$ cat config.mk
export PLATFORM = sky130hd
export DESIGN_NAME = motor_status_tx
export DESIGN_NICKNAME = d
export VERILOG_FILES = /design/src/rtl/motor_tx_pkg.sv /design/src/rtl/motor_status_tx_uart.sv /design/src/rtl/motor_status_tx.sv
export SDC_FILE = /design/constraint.sdc
export NUM_CORES = 1
export LEC_CHECK = 0
export BUFFER_PORTS_ARGS = -buffer_cell sky130_fd_sc_hd__buf_2
export CAP_MARGIN = 40
export CORE_UTILIZATION = 40
export CTS_CLUSTER_SIZE = 24
export DETAILED_ROUTE_END_ITERATION = 6
export SETUP_SLACK_MARGIN = 0.1
export SYNTH_ARGS = -nofsm -noshare
export SYNTH_HDL_FRONTEND = slang
export SYNTH_SLANG_ARGS = --single-unit
$ cat constraint.sdc
create_clock -name CLK -period 3.2 [get_ports CLK]
set_input_delay 0.16 -clock CLK [delete_from_list [all_inputs] [get_ports CLK]]
set_output_delay 0.16 -clock CLK [all_outputs]
set_load 0.05 [all_outputs]
$ cat src/rtl/motor_tx_pkg.sv
// Shared codes, ASCII constants and helpers for the motor status UART reporter.
package motor_tx_pkg;

  typedef enum logic [2:0] {
    ST_IDLE    = 3'b000,
    ST_FWD     = 3'b001,
    ST_LEFT    = 3'b010,
    ST_BRAKE   = 3'b011,
    ST_RIGHT   = 3'b100,
    ST_BACK    = 3'b101,
    ST_INVALID = 3'b111
  } motor_stat_e;

  localparam logic [7:0] CMD_FWD     = 8'h61;
  localparam logic [7:0] CMD_LEFT    = 8'h62;
  localparam logic [7:0] CMD_BRAKE   = 8'h63;
  localparam logic [7:0] CMD_RIGHT   = 8'h64;
  localparam logic [7:0] CMD_BACK    = 8'h65;
  localparam logic [7:0] CHR_IDLE    = 8'h78;
  localparam logic [7:0] CHR_INVALID = 8'h3F;
  localparam logic [7:0] CHR_LF      = 8'h0A;

  typedef enum logic [1:0] {
    TX_IDLE  = 2'd0,
    TX_START = 2'd1,
    TX_DATA  = 2'd2,
    TX_STOP  = 2'd3
  } tx_state_e;

  function automatic logic [7:0] stat_to_ascii(input logic [2:0] stat);
    case (stat)
      ST_IDLE:  return CHR_IDLE;
      ST_FWD:   return CMD_FWD;
      ST_LEFT:  return CMD_LEFT;
      ST_BRAKE: return CMD_BRAKE;
      ST_RIGHT: return CMD_RIGHT;
      ST_BACK:  return CMD_BACK;
      default:  return CHR_INVALID;
    endcase
  endfunction

  // Uppercase hex: 'A' is 8'h41, i.e. 8'h37 + 10.
  function automatic logic [7:0] nib_to_hex(input logic [3:0] nib);
    if (nib < 4'd10) return 8'h30 + {4'h0, nib};
    return 8'h37 + {4'h0, nib};
  endfunction

endpackage

$ cat src/rtl/motor_status_tx_uart.sv
// Byte serializer (8N1, LSB first); a start accepted at the end of a stop bit
// chains the next byte with no idle gap.
module uart_tx_byte
  import motor_tx_pkg::*;
#(
  parameter int CLKS_PER_BIT = 434
) (
  input  logic       clk_i,
  input  logic       rst_ni,
  input  logic       start_i,
  input  logic [7:0] data_i,
  output logic       tx_o,
  output logic       busy_o,
  output logic       done_o
);

  localparam int CW = (CLKS_PER_BIT > 1) ? $clog2(CLKS_PER_BIT) : 1;

  tx_state_e       state_q, state_d;
  logic [CW-1:0]   cnt_q, cnt_d;
  logic [2:0]      bit_q, bit_d;
  logic [7:0]      shift_q, shift_d;
  logic            tx_q, tx_d;
  logic            tick;

  assign tick   = (cnt_q == CW'(CLKS_PER_BIT - 1));
  assign done_o = (state_q == TX_STOP) && tick;
  assign busy_o = (state_q != TX_IDLE);
  assign tx_o   = tx_q;

  always_comb begin
    state_d = state_q;
    cnt_d   = cnt_q;
    bit_d   = bit_q;
    shift_d = shift_q;
    tx_d    = tx_q;
    if (state_q != TX_IDLE) cnt_d = tick ? '0 : cnt_q + CW'(1);
    unique case (state_q)
      TX_IDLE: if (start_i) begin
        state_d = TX_START;
        cnt_d   = '0;
        shift_d = data_i;
        tx_d    = 1'b0;
      end
      TX_START: if (tick) begin
        state_d = TX_DATA;
        bit_d   = '0;
        tx_d    = shift_q[0];
      end
      TX_DATA: if (tick) begin
        if (bit_q == 3'd7) begin
          state_d = TX_STOP;
          tx_d    = 1'b1;
        end else begin
          bit_d   = bit_q + 3'd1;
          shift_d = {1'b0, shift_q[7:1]};
          tx_d    = shift_q[1];
        end
      end
      TX_STOP: if (tick) begin
        if (start_i) begin
          state_d = TX_START;
          shift_d = data_i;
          tx_d    = 1'b0;
        end else begin
          state_d = TX_IDLE;
          tx_d    = 1'b1;
        end
      end
      default: state_d = TX_IDLE;
    endcase
  end

  always_ff @(posedge clk_i or negedge rst_ni) begin
    if (!rst_ni) begin
      state_q <= TX_IDLE;
      cnt_q   <= '0;
      bit_q   <= '0;
      shift_q <= '0;
      tx_q    <= 1'b1;
    end else begin
      state_q <= state_d;
      cnt_q   <= cnt_d;
      bit_q   <= bit_d;
      shift_q <= shift_d;
      tx_q    <= tx_d;
    end
  end

endmodule

$ cat src/rtl/motor_status_tx.sv
// Frame sequencer: sends "<motor><prox hex>\n" whenever the snapshotted status changes.
// Optional periodic resend when STATUS_HEARTBEAT_EN is defined.
module motor_status_tx
  import motor_tx_pkg::*;
#(
  parameter int CLK_FREQ         = 50_000_000,
  parameter int BAUD             = 115_200,
  parameter int CLKS_PER_BIT     = CLK_FREQ / BAUD,
  parameter int HEARTBEAT_CYCLES = 5_000_000
) (
  input  logic       CLK,
  input  logic       RST_N,
  input  logic [2:0] MOTOR_STAT,
  input  logic [3:0] PROX_STAT,
  input  logic       TX_EN,
  output logic       UART_TX,
  output logic       BUSY,
  output logic       FRAME_DONE
);

  logic       snap_vld_q, snap_vld_d;
  logic [6:0] snap_q, snap_d;
  logic       active_q, active_d;
  logic [1:0] byte_idx_q, byte_idx_d;
  logic       done_q, done_d;
  logic       ser_start, ser_busy, ser_done;
  logic [7:0] ser_data;
  logic       hb_fire, trigger;

  assign trigger = TX_EN && !active_q && !ser_busy &&
                   (!snap_vld_q || ({MOTOR_STAT, PROX_STAT} != snap_q) || hb_fire);

`ifdef STATUS_HEARTBEAT_EN
  localparam int HBW = (HEARTBEAT_CYCLES > 1) ? $clog2(HEARTBEAT_CYCLES) : 1;
  logic [HBW-1:0] hb_q;
  assign hb_fire = (hb_q == HBW'(HEARTBEAT_CYCLES - 1));
  always_ff @(posedge CLK or negedge RST_N) begin
    if (!RST_N)        hb_q <= '0;
    else if (trigger)  hb_q <= '0;
    else if (!hb_fire) hb_q <= hb_q + HBW'(1);
  end
`else
  assign hb_fire = 1'b0;
`endif

  // B0 goes out on the trigger edge itself, so it comes from the inputs being latched.
  always_comb begin
    snap_vld_d = snap_vld_q;
    snap_d     = snap_q;
    active_d   = active_q;
    byte_idx_d = byte_idx_q;
    done_d     = 1'b0;
    ser_start  = 1'b0;
    ser_data   = stat_to_ascii(MOTOR_STAT);
    if (trigger) begin
      ser_start  = 1'b1;
      snap_d     = {MOTOR_STAT, PROX_STAT};
      snap_vld_d = 1'b1;
      active_d   = 1'b1;
      byte_idx_d = 2'd0;
    end else if (active_q && ser_done) begin
      if (byte_idx_q == 2'd2) begin
        active_d = 1'b0;
        done_d   = 1'b1;
      end else begin
        ser_start  = 1'b1;
        byte_idx_d = byte_idx_q + 2'd1;
        ser_data   = (byte_idx_q == 2'd0) ? nib_to_hex(snap_q[3:0]) : CHR_LF;
      end
    end
  end

  always_ff @(posedge CLK or negedge RST_N) begin
    if (!RST_N) begin
      snap_vld_q <= 1'b0;
      snap_q     <= '0;
      active_q   <= 1'b0;
      byte_idx_q <= '0;
      done_q     <= 1'b0;
    end else begin
      snap_vld_q <= snap_vld_d;
      snap_q     <= snap_d;
      active_q   <= active_d;
      byte_idx_q <= byte_idx_d;
      done_q     <= done_d;
    end
  end

  uart_tx_byte #(.CLKS_PER_BIT(CLKS_PER_BIT)) u_ser (
    .clk_i   (CLK),
    .rst_ni  (RST_N),
    .start_i (ser_start),
    .data_i  (ser_data),
    .tx_o    (UART_TX),
    .busy_o  (ser_busy),
    .done_o  (ser_done)
  );

  assign BUSY       = active_q;
  assign FRAME_DONE = done_q;

endmodule
Yosys cells after proc, flatten, opt, wreduce, memory -nomap -nowiden
Index checks and enable logic that the tools add are counted.
- output and inout bits: 3
- bits in registers: 35
- logic and storage cells: 108
- input port bits: 10
- order comparisons: 1
- muxes and demuxes: 50
- add/subtract/negate cells: 5
- reduce and logical (&&, ||, !) cells: 23
- equality and inequality tests: 19
- operator list (operator ; number):
    two-way mux 8 bit ; 10
    one-hot mux 7 bit (6 select lines) ; 1
    two-way mux 9 bit ; 4
    one-hot mux 8 bit (3 select lines) ; 1
    two-way mux 1 bit ; 20
    two-way mux 2 bit ; 8
    adder 6 x 4 -> 7 bit, first input constant ; 2
    AND reduction 4 bit ; 3
    adder 9 x 1 -> 9 bit, second input constant ; 1
    equality test 3 bit, second input constant ; 3
    equality test 9 bit, second input constant ; 1
    two-way mux 3 bit ; 3
    != test 2 x 1 -> 1 bit, second input constant ; 4
    one-hot mux 2 bit (4 select lines) ; 1
    nonzero test 2 bit ; 4
    != test 7 bit ; 1
    equality test 2 bit, second input constant ; 3
    equality test 3 x 2 -> 1 bit, second input constant ; 2
    != test 2 bit, second input constant ; 3
    one-hot mux 3 bit (2 select lines) ; 1
    logical AND 1 bit ; 5
    AND reduction 5 bit ; 1
    logical NOT 2 bit ; 2
    less-than comparator 4 bit, second input constant ; 1
    10 further kinds ; 13

Depth between registers and ports, before layout
Gate-level depths: netlist of run 1.
- depth after elaboration: 13
- gate-level depth with buffers: 8
- mapped depth without buffers: 7

Modules after synthesis
Synthesis of run 1 repeated with hierarchy kept, for this count alone.
- cells, all modules: 213
- area total of the unflattened synthesis: 2150.8 µm²
- by module, submodules not included (module ; area each (µm²) ; seq. area each (µm²) ; cells each ; instances):
    uart_tx_byte ; 1376.3 ; 576.8 ; 129 ; 1
    motor_status_tx ; 774.5 ; 300.3 ; 84 ; 1

Worst setup path after synthesis of run 1
Ideal clock, no wire load.
- path kind: register to register
- start: register u_ser.cnt_q[2]
- end: register u_ser.shift_q[0]
- data required time: 3075 ps
- arrival time: 2189 ps
- cell stages (with the launch flop): 6
- setup time: 125 ps
- path slack: 886 ps
- path buffers: 1
- period minus slack after synthesis: 2314 ps
- cells stage by stage: dfrtp_1 -> or4b_1 -> buf_2 -> or3_4 -> a221oi_4 -> mux2_2
- word-level cells in the longest chain between the ends: 8
- elaborated cells on any way between the ends: 13
- classes of those cells: 3 x eq/ne; 7 x mux; 3 x reduce/logical
- ends and longest elaborated chain (what ; line ; RTL):
    from (decl) ; motor_status_tx_uart.sv:20 ; logic [CW-1:0] cnt_q, cnt_d;
    from (signal assigned) ; motor_status_tx_uart.sv:83 ; cnt_q <= cnt_d;
    equality test 9 bit * ; motor_status_tx_uart.sv:26 ; assign tick = (cnt_q == CW'(CLKS_PER_BIT - 1));
    logical AND 1 bit ; motor_status_tx_uart.sv:27 ; assign done_o = (state_q == TX_STOP) && tick;
    logical AND 1 bit ; motor_status_tx.sv:61 ; end else if (active_q && ser_done) begin
    two-way mux 8 bit / two-way mux 1 bit (equally long branches) ; motor_status_tx.sv:61 ;
    two-way mux 8 bit / two-way mux 1 bit (equally long branches) ; motor_status_tx.sv:55 ; if (trigger) begin
    two-way mux 8 bit ; motor_status_tx_uart.sv:39, motor_status_tx_uart.sv:61 ;
    two-way mux 8 bit ; motor_status_tx_uart.sv:60 ; TX_STOP: if (tick) begin
    one-hot mux 8 bit (3 select lines) ; motor_status_tx_uart.sv:38 ; unique case (state_q)
    to (signal assigned) ; motor_status_tx_uart.sv:85 ; shift_q <= shift_d;
    to (decl) ; motor_status_tx_uart.sv:22 ; logic [7:0] shift_q, shift_d;
Every way passes the cells marked *; elsewhere a longest branch is shown, timed or not. The select of a mux whose other input is x is not followed.
A chain may end at the register's enable or synchronous reset.

Worst setup path in the final report of run 1
- start: register u_ser.state_q[0]
- end: register u_ser.shift_q[6]
- word-level cells in the longest chain between the ends: 8
- elaborated cells on any way between the ends: 21
- classes of those cells: 5 x eq/ne; 7 x mux; 9 x reduce/logical
- ends and longest elaborated chain (what ; line ; RTL):
    from (decl) ; motor_status_tx_uart.sv:19 ; tx_state_e state_q, state_d;
    from (signal assigned) ; motor_status_tx_uart.sv:82 ; state_q <= state_d;
    equality test 2 bit / nonzero test 2 bit (equally long branches) ; motor_status_tx_uart.sv:27, motor_status_tx_uart.sv:38, motor_status_tx_uart.sv:28 ;
    logical AND 1 bit / logical NOT 1 bit (equally long branches) ; motor_status_tx_uart.sv:27, motor_status_tx.sv:30 ;
    logical AND 1 bit (on tied branches) ; motor_status_tx.sv:61, motor_status_tx.sv:30 ;
    two-way mux 8 bit (tied with other cells) ; motor_status_tx.sv:61 ;
    two-way mux 8 bit / two-way mux 1 bit (equally long branches) ; motor_status_tx.sv:55 ;
    two-way mux 8 bit ; motor_status_tx_uart.sv:39, motor_status_tx_uart.sv:61 ;
    two-way mux 8 bit ; motor_status_tx_uart.sv:60 ;
    one-hot mux 8 bit (3 select lines) ; motor_status_tx_uart.sv:38 ;
Parallel ways exist; a longest one is shown, timed or not. The select of a mux whose other input is x is not followed.

==> results by group, run 1 <==
Die
  • Die footprint: 5410 sq um
  • Die width: approximately 74 microns
  • I/O pins: 13
  • # rows: 25
  • Core Area: 4820 sq um
  • Starting Density: 0.425
  • Die H: 73.5 microns

Synth
  • Yosys warnings: 0
  • Top cell type's share of synthesized area: 0.403
  • Mapped cell area: a little over 2000 sq um
  • Syn nets: roughly 240
  • Synth cell types: 47
  • #FFs+latches synth: 34
  • Ys flop type: dfrtp_1
  • Avg Cell Area, Syn: about 9.5 sq um
  • Post-synth ARST share: 1.00
  • Post-synth EDFFs: 0
  • Cells after synthesis: 215
  • Largest cells by area after synthesis: dfrtp_1 40%, mux2_2 7.7%, ha_1 6.7%
  • Sequential area share after synthesis: 0.416
  • Synth area leader: dfrtp_1

GRT
  • Vias in the first global route: 1513
  • First-pass GRT wire length: approximately 7100 microns
  • Initial antenna violation count: 0
  • Remaining global-route overflow: 0
  • GRT Overall Usage: 0.175
  • Largest net degree at the start of global routing: 35

Setup path
  • Endpoint class of the critical path: flip-flop
  • R2R Setup Slk: 400 ps
  • Crit-path cells: inv_1 -> ha_1 -> nand3b_1 -> o21bai_1 -> buf_4 -> a221oi_4 -> mux2_2
  • CP Max Fanout: 11
  • Critical Path Source Type: flip-flop
  • Worst Path Required: about 3400 ps
  • WP data arrival: 2970 ps
  • Crit path from: u_ser.state_q[0]$_DFFE_PN0P_
  • Critical Path Slowest Stage Cell: dfrtp_1
  • Crit path largest cell delay: 440 ps
  • Capturing point of the worst reg2reg path: u_ser.shift_q[6]$_DFFE_PN0P_
  • Kind of critical path: reg2reg
  • R2r startpoint: u_ser.state_q[0]$_DFFE_PN0P_
  • R2r worst-path depth: 7

Power and ir drop
  • Sequential group share of total power: 0.515
  • P_leak: approximately 1 nW
  • Sw frac: 0.210
  • Worst vdd ir: between 0.00015 and 0.0002 V
  • Comb power frac: 0.035
  • Clock network power share: 0.450
  • Pwr dens: around 370 nW/um^2
  • Pint: 658 uW
  • Switching Power: 175 uW

Timing
  • Tightest Pin Transition: 761 ps
  • Slew Limit Fails: 0
  • Hold Vio Cnt, Final: 0
  • Tmin final: 2800 ps
  • Setup TNS: 0 ps
  • Crit share post-route: 0.874
  • RSZ-0062 raised after global routing: false
  • Setup Viol. Count Final: 0
  • Max-slew headroom: 0.493
  • Clock skew: 5.66 ps
  • F_max: 357 MHz

Placement
  • I/O Buffers: 12
  • Gpl congestion: ~0.76
  • Dpl cells: 284
  • Final HPWL DP: around 3000 microns

Job
  • MaxCap Viol Count: 0

Route
  • DRC: 0
  • Initial drt markers: 85
  • Avg WL per Cell: 14.2 microns
  • Final WL: 4160 microns
  • Vias: roughly 1600
  • TritonRoute pass-1 iters: 4
  • Vias/cell: 5.37
  • Routed Antenna Nets: 0

Finish
  • Ant diodes: 0
  • Layout cell share with drive strength beyond 1: 0.172
  • Commonest non-fill, non-tap cell in the layout: dfrtp_1
  • Final nets: 247
  • Area Overhead vs Synth: 11.4%
  • Number of fill cells: 485
  • Commonest cells after routing, fill and taps aside: 33 x dfrtp_1, 22 x nand2_1, 14 x inv_1, 14 x o21ai_0, 14 x mux2_2
  • Final Non-Filler Cells: 294

Clocking
  • Clk slew on worst S/H paths: 70 ps
  • CTS tree: done
  • Clk root buf: clkbuf_8
  • Worst skew pair latency: 290 ps
  • CTS sink cnt: 34
  • Max clock buf depth: 2
  • Post-CTS setup buffer count: 0
  • Total CTS buffers: 5
  • CTS H-Tree Depth: 2

Min path
  • Worst min path class: in2reg
  • Hold path depth: 2
  • Min-Delay Endpoint: snap_q[0]$_DFFE_PN0P_
  • Hold_sp: PROX_STAT[0]

Outcome
  • Status: complete, no violations
-- per-layer routing --
metal  share of wire  track usage
met1            0.52        0.251
met2            0.41        0.251
met3           0.050       0.0412
met4           0.015       0.0705
met5               0            0
-- Yosys cell counts, types with 2 or more instances --
cell type / number
mux2i_1: 2
a21oi_1: 8
inv_1: 14
a31oi_1: 7
nor3b_1: 2
clkbuf_1: 9
dfrtp_1: 33
a22oi_1: 2
xnor2_1: 11
nor3_1: 5
and4_1: 2
nor2_1: 13
o21ai_0: 14
nor2b_1: 2
ha_1: 11
nand2b_1: 2
o22ai_1: 2
mux2_2: 14
nand2_1: 22
and3_1: 2
nand4_1: 3
nand3_1: 8
o31ai_1: 3
-- how the worst max path moves through the flow --
| stage | end | slack [ps] | cells after the start |
|---|---|---|---|
| after global placement | u_ser.shift_q[6]$_DFFE_PN0P_ | 490 | 6 |
| after CTS | u_ser.shift_q[6]$_DFFE_PN0P_ | 390 | 6 |
| after floorplan | u_ser.shift_q[0]$_DFFE_PN0P_ | 890 | 5 |
| final | u_ser.shift_q[6]$_DFFE_PN0P_ | 400 | 7 |
| after global routing | u_ser.shift_q[0]$_DFFE_PN0P_ | 230 | 7 |
| after detailed placement | u_ser.shift_q[6]$_DFFE_PN0P_ | 410 | 6 |
-- repair_timing --
| item | CTS | global route |
|---|---|---|
| gates resized for setup | 0 | 0 |
| hold buffers | 1 | 0 |
| endpoints found under the hold margin | 33 | 0 |
-- layout make-up --
class	count	area (sq um)	area share
Clock buffer	8	110	0.0483
Inverter	14	52.6	0.0231
Multi-Input combinational cell	157	1100	0.484
Sequential cell	34	852	0.374
Tap cell	67	83.8	0.0368
Timing Repair Buffer	14	77.6	0.0340
-- worst max-delay path, delay by kind of cell, from the launching register on --
| family | cells | cell delay [ps] |
|---|---|---|
| AO/OA/AOI/OAI | 2 | 810 |
| AND/OR/NAND/NOR | 1 | 320 |
| buffers and inverters | 2 | 340 |
| adder cells (fa/ha/maj) | 1 | 380 |
| multiplexers | 1 | 390 |
| flip-flops | 1 | 440 |
-- kinds of logic after synthesis --
| group | after synthesis | share of synthesized area |
|---|---|---|
| AO/OA/AOI/OAI | 49 | 0.161 |
| XOR/XNOR | 11 | 0.0471 |
| adder cells (fa/ha/maj) | 11 | 0.0672 |
| buffers and inverters | 24 | 0.0446 |
| flip-flops | 34 | 0.416 |
| multiplexers | 17 | 0.0923 |
| AND/OR/NAND/NOR | 69 | 0.171 |
-- state kept, by name, indices dropped and copies added (netlist names) --
name,count
u_ser.bit_q,3
snap_vld_q,1
BUSY,1
u_ser.state_q,2
FRAME_DONE,1
snap_q,7
u_ser.cnt_q,9
u_ser.tx_o,1
byte_idx_q,2
u_ser.shift_q,7
-- power groups by stage --
stage	logic, mW	registers, mW	clock network [mW]
floorplan	0.00992	0.438	0
global placement	0.0294	0.438	0
CTS	0.0303	0.430	0.387
global route	0.0342	0.429	0.400
detailed placement	0.0292	0.438	0
finish	0.0291	0.430	0.375
-- stage by stage --
step | power (mW) | hold slack, ps | cell area [sq um] | worst slack (ps) | utilization
6_report | 0.834 | 125 | 2280 | 403 | 0.473
5_1_grt | 0.863 | 119 | 2280 | 232 | 0.473
3_3_place_gp | 0.467 | 288 | 2150 | 489 | 0.447
3_5_place_dp | 0.467 | 280 | 2150 | 414 | 0.447
4_1_cts | 0.847 | 116 | 2270 | 388 | 0.472
2_1_floorplan | 0.448 | -136 | 2050 | 886 | -
No activity file was read; power rests on OpenSTA's default activity.
==> inputs of run 2 (changes only) <==
- PLACE_DENSITY: unset -> 0.59
==> results by group, run 2 (same netlist as run 1, synthesis figures left out) <==
Power and ir drop
  • Pwr dens: 340 nW/um^2 (-7.1%)
  • Sw frac: 0.218 (+0.00794)
  • Clock network power share: 0.397 (-0.053)
  • Sequential group share of total power: 0.564 (+0.049)
  • Switching Power: 166 uW (-5.2%)
  • P_leak: 0.974 nW (-2.2%)
  • Design Power: 762 uW (-8.6%)
  • Comb power frac: 0.039 (+0.004)
  • Pint: 595 uW (-9.5%)
  • Worst vdd ir: 0.000245 V (+27%)

Die
  • Die width: 73.5 microns (unchanged)
  • Starting Density: 0.425 (unchanged)
  • Core Area: 4820 sq um (unchanged)
  • Die footprint: 5410 sq um (unchanged)
  • I/O pins: 13 (unchanged)
  • # rows: 25 (unchanged)
  • Die H: 73.5 microns (unchanged)

Finish
  • Multi-input logic area: 1100 sq um (unchanged)
  • Final Non-Filler Cells: 293 (-0.34%)
  • Number of fill cells: 501 (+3.3%)
  • Final instance area: 2240 sq um (-1.6%)
  • Ant diodes: 0 (unchanged)
  • Biggest register: u_ser.cnt_q
  • Max reg flops: 9 (unchanged)
  • Layout cell share with drive strength beyond 1: 0.155 (-0.0169)
  • Top flop regs: u_ser.cnt_q x9, snap_q x7, u_ser.shift_q x7
  • Register area: 852 sq um (unchanged)
  • Commonest non-fill, non-tap cell in the layout: dfrtp_1
  • Final nets: 246 (-0.40%)
  • Commonest cells after routing, fill and taps aside: 33 x dfrtp_1, 22 x nand2_1, 14 x inv_1, 14 x o21ai_0, 14 x mux2_2
  • Area Overhead vs Synth: 9.54%

Timing
  • Tmin final: 2760 ps (-42.0 ps)
  • Slew Limit Fails: 0 (unchanged)
  • Setup Viol. Count Final: 0 (unchanged)
  • Setup TNS: 0 ps (unchanged)
  • WHS: 129 ps (+4.16 ps)
  • Clock skew: 5.04 ps (-0.625 ps)
  • Crit share post-route: 0.861 (-0.0131)
  • Max-slew headroom: 0.414 (-0.0793)
  • RSZ-0062 raised after global routing: false
  • Hold Vio Cnt, Final: 0 (unchanged)
  • Tightest Pin Transition: 878 ps (+117 ps)
  • F_max: 363 MHz (+1.5%)

Setup path
  • Endpoint class of the critical path: flip-flop
  • R2r startpoint: u_ser.state_q[0]$_DFFE_PN0P_
  • Worst Path Required: 3370 ps (about the same)
  • CP Max Fanout: 11 (unchanged)
  • Capturing point of the worst reg2reg path: u_ser.shift_q[6]$_DFFE_PN0P_
  • R2R Setup Slk: 440 ps (+40 ps)
  • Crit-path cells: inv_1 -> ha_1 -> nand3b_1 -> o21bai_1 -> a221oi_4 -> mux2_2
  • Critical Path Source Type: flip-flop
  • Kind of critical path: reg2reg
  • R2r worst-path depth: 6 (-1)
  • WP data arrival: 2920 ps (-50 ps)
  • Crit path largest cell delay: 530 ps (+90 ps)
  • Critical Path Slowest Stage Cell: a221oi_4

GRT
  • Vias in the first global route: 1494 (-1.3%)
  • Initial antenna violation count: 0 (unchanged)
  • Largest net degree at the start of global routing: 35 (unchanged)
  • First-pass GRT wire length: 7150 microns (+1.4%)
  • GRT Overall Usage: 0.175 (+0.000721)
  • Remaining global-route overflow: 0 (unchanged)

Min path
  • Hold_sp: PROX_STAT[0]
  • Hold path depth: 2 (unchanged)
  • Min-Delay Endpoint: snap_q[0]$_DFFE_PN0P_
  • Worst min path class: in2reg

Placement
  • DP Area: 2150 sq um (unchanged)
  • Gpl congestion: 0.758 (-0.84%)
  • Dpl cells: 284 (unchanged)
  • Final HPWL DP: 2910 microns (-0.91%)
  • I/O Buffers: 12 (unchanged)

Route
  • Initial drt markers: 69 (-19%)
  • Final WL: 4140 microns (-0.58%)
  • Vias: 1567 (-0.76%)
  • DRC: 0 (unchanged)
  • Routed Antenna Nets: 0 (unchanged)
  • TritonRoute pass-1 iters: 4 (unchanged)
  • Avg WL per Cell: 14.1 microns (-0.24%)
  • Vias/cell: 5.35 (-0.42%)

Clocking
  • Post-CTS setup buffer count: 0 (unchanged)
  • Cts hold-fix bufs: 1 (unchanged)
  • Post-CTS Resized: 0 (unchanged)
  • CTS sink cnt: 34 (unchanged)
  • Total CTS buffers: 5 (unchanged)
  • CTS tree: done
  • Worst skew pair latency: 290 ps (about the same)
  • Max clock buf depth: 2 (unchanged)
  • Clk root buf: clkbuf_8
  • Clk slew on worst S/H paths: 70 ps (about the same)
  • CTS H-Tree Depth: 2 (unchanged)

Job
  • MaxCap Viol Count: 0 (unchanged)

Outcome
  • Status: complete, no violations
run 2: layer usage:
metal  part of all wire  vias up  wire length (microns)  global-route usage
li1                   -      787                      -                   -
met1               0.53      746                   2180               0.255
met2               0.41       28                   1710               0.251
met3              0.044        6                    181              0.0466
met4              0.015        0                     63              0.0577
met5                  0        -                      0                   0
run 2: layout make-up:
class,instances,area share
Multi-Input combinational cell,157,0.492
Sequential cell,34,0.380
Tap cell,67,0.0374
Clock buffer,8,0.0357
Timing Repair Buffer,13,0.0313
Inverter,14,0.0234
run 2: worst max-delay path: cells and delay by family (launching register included):
family | cells | cell delay, ps
buffers and inverters | 1 | 110
AO/OA/AOI/OAI | 2 | 1000
AND/OR/NAND/NOR | 1 | 310
multiplexers | 1 | 390
flip-flops | 1 | 430
adder cells (fa/ha/maj) | 1 | 380
run 2: how the worst max path moves through the flow:
stage,start,endpoint,slack [ps],cells past startpoint
finish,u_ser.state_q[0]$_DFFE_PN0P_,u_ser.shift_q[6]$_DFFE_PN0P_,440,6
CTS,u_ser.state_q[0]$_DFFE_PN0P_,u_ser.shift_q[6]$_DFFE_PN0P_,460,6
global route,u_ser.state_q[0]$_DFFE_PN0P_,u_ser.shift_q[2]$_DFFE_PN0P_,230,6
floorplan,u_ser.cnt_q[2]$_DFF_PN0_,u_ser.shift_q[0]$_DFFE_PN0P_,890,5
detailed placement,u_ser.state_q[0]$_DFFE_PN0P_,u_ser.shift_q[6]$_DFFE_PN0P_,480,6
global placement,u_ser.state_q[0]$_DFFE_PN0P_,u_ser.shift_q[4]$_DFFE_PN0P_,510,6
run 2: power by group through the flow:
stage / Sequential [mW] / Combinational [mW] / Clock [mW]
6_report: 0.430 / 0.0295 / 0.303
5_1_grt: 0.429 / 0.0343 / 0.334
4_1_cts: 0.430 / 0.0306 / 0.316
3_5_place_dp: 0.438 / 0.0296 / 0
3_3_place_gp: 0.438 / 0.0295 / 0
2_1_floorplan: 0.438 / 0.00992 / 0
run 2: through the flow:
stage | worst slack (ps) | util
after global placement | 509 | 0.447
final | 445 | 0.465
after CTS | 464 | 0.465
after floorplan | 886 | -
after detailed placement | 484 | 0.447
after global routing | 228 | 0.465
